File: config.mk
export PLATFORM = sky130hd
export DESIGN_NAME = alu_op_sequencer
export DESIGN_NICKNAME = d
export VERILOG_FILES = /design/src/rtl/alu_pkg.sv /design/src/rtl/alu_op_sequencer.sv
export SDC_FILE = /design/constraint.sdc
export NUM_CORES = 1
export LEC_CHECK = 0
export ABC_CLOCK_PERIOD_IN_PS = 1500
export BUFFER_PORTS_ARGS = -buffer_cell sky130_fd_sc_hd__buf_2
export CORE_UTILIZATION = 38
export DETAILED_ROUTE_END_ITERATION = 12
export PLACE_DENSITY = 0.77
export SETUP_SLACK_MARGIN = 0.4
export SYNTH_ARGS = -nofsm -noshare
export SYNTH_HDL_FRONTEND = slang
export SYNTH_SLANG_ARGS = --single-unit
File: constraint.sdc
create_clock -name clock -period 1.5 [get_ports clock]
set_clock_uncertainty 0.05 [all_clocks]
set_input_delay 0 -clock clock [delete_from_list [all_inputs] [get_ports clock]]
set_output_delay 0 -clock clock [all_outputs]
set_load 0.03 [all_outputs]
File: src/rtl/alu_pkg.sv
// alu_pkg -- shared definitions for the ALU command sequencer.
//   Opcode constants understood by the external ALU, the error code
//   returned for rejected commands, and the sequencer state type.
package alu_pkg;

  localparam logic [3:0] ADD = 4'd0;
  localparam logic [3:0] SUB = 4'd1;
  localparam logic [3:0] MUL = 4'd2;
  localparam logic [3:0] DIV = 4'd3;

  localparam logic [7:0] ALU_ERR_CODE = 8'hAC;

  typedef enum logic [1:0] {
    IDLE = 2'd0,
    WAIT = 2'd1,
    RESP = 2'd2
  } seq_state_t;

endpackage

File: src/rtl/alu_op_sequencer.sv
// alu_op_sequencer -- issues one command at a time to an external ALU,
// waits out its fixed latency and returns the result on a valid/ready
// response channel.
//
// Parameter:
//   LAT        ALU latency in cycles from sampling alu_* to registered
//              alu_out/alu_carry (1..7).
// Ports:
//   clock, reset                 single clock, synchronous active-high reset
//   cmd_valid/cmd_ready          command handshake
//   cmd_sel/cmd_a/cmd_b/cmd_tag  command payload
//   rsp_valid/rsp_ready          response handshake
//   rsp_data/rsp_carry/rsp_tag/rsp_err  response payload (held while stalled)
//   alu_sel/alu_a/alu_b          operands driven to the ALU (held between commands)
//   alu_out/alu_carry            ALU registered result
//   busy                         high whenever not in IDLE
//   op_count                     completed responses, wraps at 256
//
// Build option:
//   ALU_SEQ_ERRCHK_EN  when defined, commands with an unknown opcode or a
//                      divide by zero are answered directly with
//                      rsp_data=ALU_ERR_CODE, rsp_err=1, without using the ALU.
module alu_op_sequencer
  import alu_pkg::*;
#(
  parameter int LAT = 1
) (
  input  logic       clock,
  input  logic       reset,
  input  logic       cmd_valid,
  output logic       cmd_ready,
  input  logic [3:0] cmd_sel,
  input  logic [7:0] cmd_a,
  input  logic [7:0] cmd_b,
  input  logic [3:0] cmd_tag,
  output logic       rsp_valid,
  input  logic       rsp_ready,
  output logic [7:0] rsp_data,
  output logic       rsp_carry,
  output logic [3:0] rsp_tag,
  output logic       rsp_err,
  output logic [3:0] alu_sel,
  output logic [7:0] alu_a,
  output logic [7:0] alu_b,
  input  logic [7:0] alu_out,
  input  logic       alu_carry,
  output logic       busy,
  output logic [7:0] op_count
);

  // Loaded on accept; WAIT ends when it reaches zero, giving LAT+1 cycles.
  localparam logic [2:0] LAT_CNT = 3'(LAT);

  seq_state_t state;
  logic [2:0] wait_cnt;
  logic [3:0] tag_hold;
  logic       illegal;

`ifdef ALU_SEQ_ERRCHK_EN
  assign illegal = (cmd_sel > DIV) || ((cmd_sel == DIV) && (cmd_b == 8'd0));
`else
  assign illegal = 1'b0;
`endif

  assign busy = (state != IDLE);

  always_ff @(posedge clock) begin
    if (reset) begin
      state     <= IDLE;
      cmd_ready <= 1'b0;
      rsp_valid <= 1'b0;
      rsp_data  <= 8'd0;
      rsp_carry <= 1'b0;
      rsp_tag   <= 4'd0;
      rsp_err   <= 1'b0;
      alu_sel   <= 4'd0;
      alu_a     <= 8'd0;
      alu_b     <= 8'd0;
      wait_cnt  <= 3'd0;
      tag_hold  <= 4'd0;
      op_count  <= 8'd0;
    end else begin
      case (state)
        IDLE: begin
          // cmd_ready is registered: it comes up one cycle after reset
          // and one cycle after a response completes.
          cmd_ready <= 1'b1;
          if (cmd_valid && cmd_ready) begin
            cmd_ready <= 1'b0;
            tag_hold  <= cmd_tag;
            if (illegal) begin
              // Rejected command never touches the ALU ports.
              state     <= RESP;
              rsp_valid <= 1'b1;
              rsp_data  <= ALU_ERR_CODE;
              rsp_carry <= 1'b0;
              rsp_tag   <= cmd_tag;
              rsp_err   <= 1'b1;
            end else begin
              state    <= WAIT;
              alu_sel  <= cmd_sel;
              alu_a    <= cmd_a;
              alu_b    <= cmd_b;
              wait_cnt <= LAT_CNT;
            end
          end
        end

        WAIT: begin
          if (wait_cnt == 3'd0) begin
            state     <= RESP;
            rsp_valid <= 1'b1;
            rsp_data  <= alu_out;
            rsp_carry <= alu_carry;
            rsp_tag   <= tag_hold;
            rsp_err   <= 1'b0;
          end else begin
            wait_cnt <= wait_cnt - 3'd1;
          end
        end

        RESP: begin
          if (rsp_ready) begin
            state     <= IDLE;
            rsp_valid <= 1'b0;
            cmd_ready <= 1'b1;
            op_count  <= op_count + 8'd1;
          end
        end

        default: begin
          state     <= IDLE;
          cmd_ready <= 1'b0;
          rsp_valid <= 1'b0;
        end
      endcase
    end
  end

endmodule

### Word level (Yosys, flattened, before mapping)

Cells that the tools add are included.

| operators by class | value |
|---|---|
| div/mod/pow operators | 0 |
| eq/ne operators | 6 |
| add/sub/neg operators | 2 |
| bitwise operators | 2 |
| $lt $le $gt $ge | 0 |
| $mul | 0 |
| reduce and logical (&&, ||, !) cells | 12 |
| muxes and demuxes | 13 |
| shifts and indexed selects | 0 |

Operators by type and width:

| operator | count |
|---|---|
| AND reduction 3 bit | 3 |
| adder 8 x 1 -> 8 bit (second input constant) | 1 |
| inequality test 2 bit (second input constant) | 4 |
| AND reduction 2 bit | 4 |
| 2-to-1 mux 2 bit | 3 |
| 2-to-1 mux 3 bit | 2 |
| case mux 1 bit (3 select lines) | 2 |
| case mux 2 bit (3 select lines) | 1 |
| case mux 3 bit (2 select lines) | 1 |
| 2-to-1 mux 1 bit | 4 |
| nonzero test 2 bit | 2 |
| logical NOT 3 bit | 1 |
| subtractor 3 x 1 -> 3 bit (second input constant) | 1 |
| equality test 2 x 1 -> 1 bit (second input constant) | 1 |
| equality test 2 bit (second input constant) | 1 |
| logical NOT 2 bit | 1 |
| NOT 1 bit | 2 |
| logical AND 1 bit | 1 |

| storage, ports and cells | value |
|---|---|
| bits in registers | 52 |
| ROM bits | 0 |
| word-level logic and storage cells | 47 |
| output and inout bits | 45 |
| input port bits | 37 |
| bits in latches | 0 |
| memories | 0 |
| RAM bits | 0 |

### Depth between registers and ports, before layout

| logic depth | value |
|---|---|
| depth after elaboration | 3 |
| gate-level depth with buffers | 6 |
| gate-level depth less buffers | 5 |

### Worst setup path before layout

No wires, ideal clock.

| timing | value |
|---|---|
| path kind | flip-flop to flip-flop |
| start point | register op_count[0] |
| end point | register op_count[7] |
| path slack | -10 ps |
| arrival | 1339 ps |
| stages on the path, launching flop included | 4 |
| clock period less this slack | 1510 ps |
| path buffers | 0 |
| setup time | 121 ps |
| data required time | 1329 ps |
| cells stage by stage | dfxtp_1 nand2_1 nor4_1 mux2_2 |

| on the way | value |
|---|---|
| longest elaborated chain between the ends | 1 |

RTL lines:

| element | RTL line | RTL |
|---|---|---|
| start, declared | alu_op_sequencer.sv:48 | `output logic [7:0] op_count` |
| start signal, assigned | alu_op_sequencer.sv:127 | `op_count <= op_count + 8'd1;` |
| adder 8 x 1 -> 8 bit | alu_op_sequencer.sv:127 |  |

No other way between the ends.
A chain may end at the register's enable or synchronous reset.

### Worst setup path after layout

| timing | value |
|---|---|
| start point | register state[0] |
| end point | register op_count[7] |

| on the way | value |
|---|---|
| longest elaborated chain between the ends | 2 |

RTL lines:

| element | RTL line | RTL |
|---|---|---|
| start, declared | alu_op_sequencer.sv:54 | `seq_state_t state;` |
| start signal, assigned | alu_op_sequencer.sv:69 | `state <= IDLE;` |
| start signal, assigned | alu_op_sequencer.sv:93 | `state <= RESP;` |
| start signal, assigned | alu_op_sequencer.sv:100 | `state <= WAIT;` |
| equality test 2 bit | alu_op_sequencer.sv:83 | `case (state)` |
| AND reduction 2 bit (no line) | - |  |

No other way between the ends.

==> summary.md <==
| Metric | Value |
|---|---|
| Outcome | completed |
| Reg2reg start | state[0] |
| Avg Cell Area, Syn | 8.28 µm² |
| Critical path arrival | 1.46 ns |
| Comb power frac | 19.5% |
| Global routing's busiest layer | met2 |
| Via density | 4.76 |
| Synth top area cells | dfxtp_1 (52%), nand2_1 (14%), a21oi_1 (12%) |
| Setup TNS | 0 ns |
| GRT Residual Overflow | 0 |
| Die width | 74.8 µm |
| Cell area after synthesis | 0.00201 mm² |
| Reg2Reg Setup Slack | 0.20 ns |
| I/O Pins | 82 |
| Per-cell routed wire length | 12.9 µm |
| Antenna-violating nets left | 0 |
| Number of core rows | 26 |
| Num CTS Buffers | 5 |
| NumNets Final | 410 |
| IO Port Bufs | 80 |
| Hold Path Class | in -> reg |
| Met1 usage | 22.3% |
| PD cells | 895 mW/mm² |
| Final Non-Filler Cells | 441 |
| Critical path type | reg -> reg |
| Cell taking the most area after synthesis | dfxtp_1 |
| Die Height | 74.8 µm |
| Final GP Congestion | 0.689 |
| Synth top area share | 51.7% |
| Utilization after layout | 65.6% |
| M2 GR Usage | 35.3% |
| RSZ-0062 raised after global routing | yes |
| 1st-iter DRT viols | 86 |
| Post-Syn Nets | 283 |
| Antenna violations before repair | 0 |
| Layout area overhead | 66.4% |
| All-layer global routing usage | 19.6% |
| Final wirelength | 5670 µm |
| WP data required | 1.65 ns |
| Netlist cell types | 35 |
| Post-route clock period utilization | 87.0% |
| Vias in the first global route | 1,889 |
| First-pass GRT wire length | 8370 µm |
| Share of layout cells above drive strength 1 | 45.6% |
| CTS Buffer Depth | 2 |
| Largest net degree at the start of global routing | 25 |
| Placed Cells | 384 |
| Max Slew Vio Count | 0 |
| Period minus WS final | 1.30 ns |
| Synth Instances | 243 |
| Root Buffer | clkbuf_8 |
| Post-placement cell area | 0.00259 mm² |
| Internal power | 2.19 mW |
| Sequential element share of the synthesized area | 51.7% |
| Fin area | 0.00335 mm² |
| First-pass DRT Iterations | 4 |
| # setup viols final | 0 |
| CTS tree | done |
| Critical Path Fanout Max | 6 |
| FF-to-FF path depth | 3 |
| DIE AREA | 0.00559 mm² |
| CP endpoint kind | flop |
| NetSw | 804 µW |
| Peak VDD IR | 542 µV |
| Via count | 2,100 |
| P_leak | 1.44 nW |
| Commonest non-fill, non-tap cells in the layout | buf_2 (79), nand2_1 (62), dfxtp_1 (40) |
| FF-to-FF End | op_count[7] |
| Placed wire-length estimate | 3100 µm |
| Met3 Usage GRT | 5.35% |
| Core area | 0.00511 mm² |
| Clock sink count | 52 |
| Final Hold Viols | 0 |
| CTS HTree Levels | 2 |
| DRC viols | 0 |
| Hold_sp | reset |
| Peak Freq | 0.767 GHz |
| Tot Pwr | 3.00 mW |
| End of the worst hold path | op_count[2] |
| Number of synthesis warnings | 0 |
| Sw Ratio | 26.8% |
| Max-cap violations | 0 |
| Share of power burned in registers | 49.0% |
| #FFs+latches synth | 52 |
| Startpoint types | flop |
| Reg clk slew, reported paths | 0.09 ns |
| Initial core utilization | 39.4% |
| Commonest non-fill, non-tap cell in the layout | buf_2 |
| Hold depth | 2 |
| Clk network pwr share | 31.6% |
| Antenna cell count | 0 |
| Clk Latency, worst-skew pair | 0.30 ns |
-- metrics by stage --
step | hold WS [ns] | setup WS (ns)
after CTS | 0.0213 | 0.215
after global placement | 0.191 | 0.132
after detailed placement | 0.199 | 0.0813
after global routing | 0.0875 | 0.140
after floorplan | 0.0860 | 0.212
final | 0.0699 | 0.196
-- what timing repair did --
item                                   4_1_cts  5_1_grt
pin swaps                                   10       18
buffers inserted                            12        1
gates resized for setup                     16       39
gates cloned                                 2        1
setup endpoints to repair                   51       53
hold buffers                                33        0
endpoints found under the hold margin       33        0
-- sequential cells by signal, summed over array words and instances (netlist names) --
signal     cells
rsp_carry      1
alu_b          8
wait_cnt       3
rsp_data       8
state          2
tag_hold       4
rsp_tag        4
op_count       8
alu_a          8
alu_sel        4
cmd_ready      1
rsp_valid      1
-- power groups by stage --
stage / Clock [mW] / Sequential, mW / Combinational, mW
after floorplan: 0 / 1.58 / 0.211
after global placement: 0 / 1.50 / 0.414
after detailed placement: 0 / 1.50 / 0.421
final: 0.947 / 1.47 / 0.584
after global routing: 1.05 / 1.48 / 0.632
after CTS: 0.977 / 1.46 / 0.538
-- cells in the mapped netlist --
cell and count:
o31ai_1 2, nand3b_1 2, nor3_1 1, nor2b_1 2, or2_2 1, o211a_1 1, a21oi_1 47, nand3_1 2
nand4_1 1, nand2b_1 1, o21a_1 1, ha_1 3, nor4_1 1, buf_6 1, mux2i_1 1, clkbuf_1 8
o211ai_1 1, or4_1 2, nand3b_4 1, and4bb_2 2, buf_4 1, nand4bb_1 2, a211oi_1 1, nand2_1 76
or3_1 4, mux2_2 1, o21ai_0 3, conb_1 1, nand4b_1 1, buf_2 7, inv_1 5, xnor2_1 1
dfxtp_1 52, nor2_1 6, xor2_1 1
-- worst max path at each step --
stage                     cells after the start        start          end
after global placement                        3     state[1]  op_count[7]
after CTS                                     3     state[0]  op_count[7]
after floorplan                               4  op_count[0]  op_count[4]
final                                         3     state[0]  op_count[7]
after global routing                          3     state[0]  op_count[7]
after detailed placement                      4     state[0]    rsp_carry
-- routing by layer --
layer  vias to the layer above  routed length, µm
li1                       1066                  -
met4                         0                 51
met5                         -                  0
met3                         5                278
met1                       972               2430
met2                        57               2910
-- worst max-delay path, stage by stage (launching register included) --
cell and delay (ns):
dfxtp_4 0.37, nand3b_4 0.20, nor4_4 0.26, mux2_4 0.32
-- area by class of cell --
cell class              count  area (µm²)
inverters                   5        21.3
well taps                  70        87.6
clock buffers               6        72.6
repair buffers            135         937
fillers                   432        1760
multi-input cells         171        1120
clock inverters             2        35.0
flip-flops and latches     52        1080
-- kinds of logic (layout without fill, tap and decap cells) --
| family | count (synthesis) | count (layout) | share of synthesized area, % |
|---|---|---|---|
| xor gates and xnor gates | 2 | 2 | 0.870 |
| AOI/OAI and AO/OA | 56 | 56 | 14.8 |
| DFF | 52 | 52 | 51.7 |
| and+or+nand+nor | 105 | 107 | 24.4 |
| other | 1 | 1 | 0.186 |
| buffers and inverters | 22 | 148 | 5.10 |
| muxes | 2 | 2 | 1.06 |
| adders and majority gates | 3 | 3 | 1.86 |
(Power assumes the default switching activity.)
